--- src/rtl/xalu_muldiv.sv ---
// xalu_muldiv: multi-cycle multiply/divide unit owning the HI/LO registers.
// Multiplies take MULT_LATENCY busy cycles; divides run a radix-2 restoring
// loop of DIV_ITER iterations followed by one sign-fix cycle.
// Optional build macro XALU_DIV_ZERO_FAST_EN: divide by zero skips the
// iteration loop and goes straight to the fix cycle (one busy cycle).
// Handshake: a request is accepted on a rising edge where start=1, busy=0 and
// flush=0; done pulses for one cycle after a mult/div/mul result is written;
// flush cancels both a pending request and any in-flight operation.
module xalu_muldiv #(
  parameter int MULT_LATENCY = 4,
  parameter int DIV_ITER     = 32
) (
  input  logic        clk,
  input  logic        reset,
  input  logic        start,
  input  logic [2:0]  op,
  input  logic [31:0] src_a,
  input  logic [31:0] src_b,
  input  logic        flush,
  output logic        busy,
  output logic        done,
  output logic [31:0] hi,
  output logic [31:0] lo,
  output logic [31:0] mul_result
);

  typedef enum logic [1:0] {
    S_IDLE = 2'd0,
    S_MULT = 2'd1,
    S_DIV  = 2'd2,
    S_FIX  = 2'd3
  } state_t;

  localparam logic [2:0] OP_MULT  = 3'd0;
  localparam logic [2:0] OP_MULTU = 3'd1;
  localparam logic [2:0] OP_DIV   = 3'd2;
  localparam logic [2:0] OP_DIVU  = 3'd3;
  localparam logic [2:0] OP_MTHI  = 3'd4;
  localparam logic [2:0] OP_MTLO  = 3'd5;
  localparam logic [2:0] OP_MUL   = 3'd6;

  state_t      state, state_next;
  logic [5:0]  cnt;
  logic [31:0] a_reg, b_reg;
  logic        is_signed, is_mul;
  logic [31:0] rem, quo, dvs;
  logic        sign_a, sign_b, div_zero;

  logic        accept, is_mult_op, is_div_op, div_signed;
  logic        mult_last, div_last;
  logic [31:0] mag_a, mag_b;
  logic [63:0] ext_a, ext_b, prod;
  logic [32:0] rem_sh, diff;

  assign accept     = start && !flush && (state == S_IDLE);
  assign is_mult_op = (op == OP_MULT) || (op == OP_MULTU) || (op == OP_MUL);
  assign is_div_op  = (op == OP_DIV) || (op == OP_DIVU);
  assign div_signed = (op == OP_DIV);
  assign mag_a      = (div_signed && src_a[31]) ? -src_a : src_a;
  assign mag_b      = (div_signed && src_b[31]) ? -src_b : src_b;
  assign mult_last  = (cnt == 6'(MULT_LATENCY - 1));
  assign div_last   = (cnt == 6'(DIV_ITER - 1));
  assign busy       = (state != S_IDLE);

  // Product of the latched operands, sign- or zero-extended to 64 bits.
  always_comb begin
    ext_a = is_signed ? {{32{a_reg[31]}}, a_reg} : {32'b0, a_reg};
    ext_b = is_signed ? {{32{b_reg[31]}}, b_reg} : {32'b0, b_reg};
    prod  = ext_a * ext_b;
  end

  // One restoring-divide step: shift in next dividend bit, trial subtract.
  always_comb begin
    rem_sh = {rem, quo[31]};
    diff   = rem_sh - {1'b0, dvs};
  end

  // State register.
  always_ff @(posedge clk) begin
    if (reset) state <= S_IDLE;
    else       state <= state_next;
  end

  // Next-state logic; flush always returns to IDLE.
  always_comb begin
    state_next = state;
    case (state)
      S_IDLE: begin
        if (accept && is_mult_op) state_next = S_MULT;
        else if (accept && is_div_op) begin
`ifdef XALU_DIV_ZERO_FAST_EN
          state_next = (src_b == 32'd0) ? S_FIX : S_DIV;
`else
          state_next = S_DIV;
`endif
        end
      end
      S_MULT:  if (mult_last) state_next = S_IDLE;
      S_DIV:   if (div_last) state_next = S_FIX;
      S_FIX:   state_next = S_IDLE;
      default: state_next = S_IDLE;
    endcase
    if (flush) state_next = S_IDLE;
  end

  // Datapath: operand capture, iteration, and HI/LO/mul_result writeback.
  always_ff @(posedge clk) begin
    if (reset) begin
      cnt        <= '0;
      a_reg      <= '0;
      b_reg      <= '0;
      is_signed  <= 1'b0;
      is_mul     <= 1'b0;
      rem        <= '0;
      quo        <= '0;
      dvs        <= '0;
      sign_a     <= 1'b0;
      sign_b     <= 1'b0;
      div_zero   <= 1'b0;
      done       <= 1'b0;
      hi         <= '0;
      lo         <= '0;
      mul_result <= '0;
    end else begin
      done <= 1'b0;
      if (state == S_IDLE) begin
        if (accept) begin
          cnt <= '0;
          if (op == OP_MTHI) hi <= src_a;
          if (op == OP_MTLO) lo <= src_a;
          if (is_mult_op) begin
            a_reg     <= src_a;
            b_reg     <= src_b;
            is_signed <= (op != OP_MULTU);
            is_mul    <= (op == OP_MUL);
          end
          if (is_div_op) begin
            a_reg    <= src_a;
            sign_a   <= div_signed && src_a[31];
            sign_b   <= div_signed && src_b[31];
            div_zero <= (src_b == 32'd0);
            rem      <= '0;
            quo      <= mag_a;
            dvs      <= mag_b;
          end
        end
      end else if (flush) begin
        cnt <= '0;
      end else begin
        case (state)
          S_MULT: begin
            cnt <= cnt + 6'd1;
            if (mult_last) begin
              done <= 1'b1;
              if (is_mul) mul_result <= prod[31:0];
              else begin
                hi <= prod[63:32];
                lo <= prod[31:0];
              end
            end
          end
          S_DIV: begin
            cnt <= cnt + 6'd1;
            if (!diff[32]) begin
              rem <= diff[31:0];
              quo <= {quo[30:0], 1'b1};
            end else begin
              rem <= rem_sh[31:0];
              quo <= {quo[30:0], 1'b0};
            end
          end
          S_FIX: begin
            done <= 1'b1;
            cnt  <= '0;
            if (div_zero) begin
              hi <= a_reg;
              lo <= 32'hFFFF_FFFF;
            end else begin
              lo <= (sign_a ^ sign_b) ? -quo : quo;
              hi <= sign_a ? -rem : rem;
            end
          end
          default: ;
        endcase
      end
    end
  end

endmodule

--- config.mk ---
export PLATFORM = sky130hd
export DESIGN_NAME = xalu_muldiv
export DESIGN_NICKNAME = d
export VERILOG_FILES = /design/src/rtl/xalu_muldiv.sv
export SDC_FILE = /design/constraint.sdc
export NUM_CORES = 2
export LEC_CHECK = 0
export ABC_AREA = 1
export BUFFER_PORTS_ARGS = -buffer_cell sky130_fd_sc_hd__buf_2
export CELL_PAD_IN_SITES_DETAIL_PLACEMENT = 0
export CELL_PAD_IN_SITES_GLOBAL_PLACEMENT = 2
export CORE_ASPECT_RATIO = 1.1
export CORE_MARGIN = 3
export CORE_UTILIZATION = 36
export CTS_CLUSTER_SIZE = 16
export DETAILED_ROUTE_END_ITERATION = 12
export GPL_TIMING_DRIVEN = 1
export PLACE_DENSITY = 0.81
export SYNTH_ARGS = -nofsm -noshare
export SYNTH_HDL_FRONTEND = slang
export SYNTH_SLANG_ARGS = --single-unit
--- constraint.sdc ---
create_clock -name clk -period 8.6 [get_ports clk]
set_input_delay 1.29 -clock clk [delete_from_list [all_inputs] [get_ports clk]]
set_output_delay 1.29 -clock clk [all_outputs]
set_load 0.01 [all_outputs]
==> impl_results.md <==
- Status: completed
- Synth Area per Inst: approximately 7.7 um^2
- DR WL/cell: 25.5 um
- Async S/R FF share, synth: 0%
- Overall power: 0.00659 W
- Setup crit end: hi[27]
- Fillers: 18932
- CTS clk-pin slew, worst paths: 0.07 ns
- R2r worst-path depth: 32
- # rows: between 150 and 200
- Post-route DRC: 0
- Final WL: 302 mm
- Mapped Area: 66900 um^2
- Die height: 458 um
- Register area share after synthesis: 8.08%
- Root Buffer: clkbuf_16
- # setup viols final: 0
- Final net count: around 11000
- Total CTS buffers: 37
- Share of post-route cells with drive strength above 1: 17.9%
- CP most frequent cell: fa_1
- Setup_tns: 0 ns
- Vias/cell: 5.02
- Grt total ovfl: 0
- Peak VDD IR: ~0.12 mV
- Most frequent cells in the layout: inv_1 (2525), nand2_1 (1700), fa_1 (1363)
- Post-DP HPWL: between 200 and 300 mm
- Max-cap violations: 0
- Vias in the first global route: between 60000 and 70000
- Leading cell type in the layout, fill and taps excluded: inv_1
- DIE WIDTH: 417 um
- Worst Path Class, Setup: reg2reg
- Final antenna-violating net count: 0
- #FFs+latches synth: 270
- Slew @ Worst Pin: 1.41 ns
- Routability cong.: 1.00
- Clk_skew: approximately 0.039 ns
- Fin Hold WS: 0.478 ns
- H-Tree Depth: 2
- CP peak stage delay: ~0.63 ns
- Num ports: 169
- Area growth syn-to-layout: 19.9%
- GRT Util Overall: 31.4%
- Critical path launch point type: flop
- Core box area: 184000 um^2
- FF-to-FF End: hi[27]
- Die area: 191000 um^2
- Crit. End Element: flop
- CP arrival: 9.09 ns
- Crit path required time: 9.13 ns
- Post-synth EDFFs: 0
- CTS tree: done
- Worst Hold Class: reg2reg
- Top area cells in the synthesized netlist: fa_1 (43%), inv_1 (15%), nand2_1 (9.8%)
- First-pass GRT wire length: 433 mm
- PwrDens: between 80 and 90 nW/um^2
- Crit path time final: 8.56 ns
- Syn Nets: 10558
- Max-slew headroom: 5.44%
- Final Hold Fails: 0
- Slowest CP cell: fa_2
- Drt first pass iters: 6
- Ys Warns: 0
- Pin count of the biggest net entering global routing: 124
- Worst reg-to-reg setup slack: approximately 0.042 ns
- Pleak: 44.6 nW
- Largest fanout on the critical path: 6
- Period utilization: about 100%
- Achievable Freq: 117 MHz
- Port buffer count: 168
- Synth Flop Type: dfxtp_1
- Initial core utilization: 36.3%
- Netlist cell types: 66
- Slew Viols, Final: 0
- Clock Latency Late Sink: 0.60 ns
- CTS Buffer Depth: 3
- Total number of vias: 59538
- Yosys top cell by area: fa_1
- Synth Instances: 8718
- Antenna violations before repair: 19
- RSZ-0062 raised after global routing: true
- Hold buffers post-CTS: 0
- Pre-CTS setup slack: -0.598 ns
- RR Startpoint: a_reg[31]
- Starting DRC count in detailed routing: ~4800
- Clock sink count: 270
- CP startpoint: a_reg[31]
- Setup slack after layout: 0.0422 ns
- Top cell type's share of synthesized area: a little over two fifths
## through the flow
step,instance area [um^2],utilization (%),instances
after CTS,78300,42.5,11836
after global placement,76400,41.5,11762
after floorplan,66900,-,8718
final,80200,43.5,11871
after detailed placement,76400,41.5,11762
after global routing,80200,43.5,11867
## logic make-up after synthesis
logic type / count (synthesis) / synth area share [%]
buffers and inverters: 3002 / 17.0
AO/OA/AOI/OAI: 999 / 8.65
AND/OR/NAND/NOR: 2572 / 15.8
flip-flops: 270 / 8.08
multiplexers: 1 / 0.0150
XOR/XNOR: 105 / 1.38
adder cells (fa/ha/maj): 1769 / 49.0
## area by class of cell
class	instances	area [um^2]	area share, %
diodes	5	12.5	0.0156
clock buffers	47	1020	1.28
clock inverters	21	348	0.434
inverters	2614	9840	12.3
multi-input cells	5446	51800	64.6
flip-flops and latches	270	5460	6.81
well taps	2421	3030	3.78
repair buffers	1047	8660	10.8
## worst max-delay path: cells and delay by family (launching register included)
kind,cells,cell delay (ns)
compound gates,6,0.86
fa+ha+maj,11,5.49
buf+inv,10,1.17
flops,1,0.47
simple gates,5,0.46
## how the worst min path moves through the flow
stage,from,end,slack (ns),cells after the start
6_report,lo[0],lo[0],0.48,2
5_1_grt,is_mul,is_mul,0.50,2
4_1_cts,is_mul,is_mul,0.47,2
3_5_place_dp,is_mul,is_mul,0.46,2
3_3_place_gp,is_mul,is_mul,0.46,2
2_1_floorplan,is_mul,is_mul,0.44,2
## repair_timing
action | CTS | global route
setup endpoints to repair | 36 | 54
resized for setup | 127 | 453
setup buffers | 5 | 28
gates cloned | 1 | 2
pin swaps | 20 | 107
## layer usage
metal	track usage [%]	routed length [um]	up-vias
met5	0	23	-
met4	12.7	16000	4
met3	3.49	19200	442
met2	51.0	139000	2092
met1	42.9	128000	30278
li1	-	-	26722
## power by group
group          switching, W  total, W  internal, W
Clock              0.000752   0.00185      0.00110
Sequential        0.0000947   0.00141      0.00132
Combinational       0.00216   0.00333      0.00117
Total               0.00301   0.00659      0.00358
## synthesized netlist by cell type, drive strengths merged (15+ instances only)
master and instances:
inv 2613, nand2 1762, fa 1420, nor2 434
a21oi 413, o21ai 361, ha 349, clkbuf 344
dfxtp 270, nand3 210, o211ai 78, xor2 70
nor3 57, a31oi 47, buf 44, nand4 40
xnor2 35, nand3b 23, or2 23, nor4 19
a211oi 18, a21o 15
(Power assumes the default switching activity.)
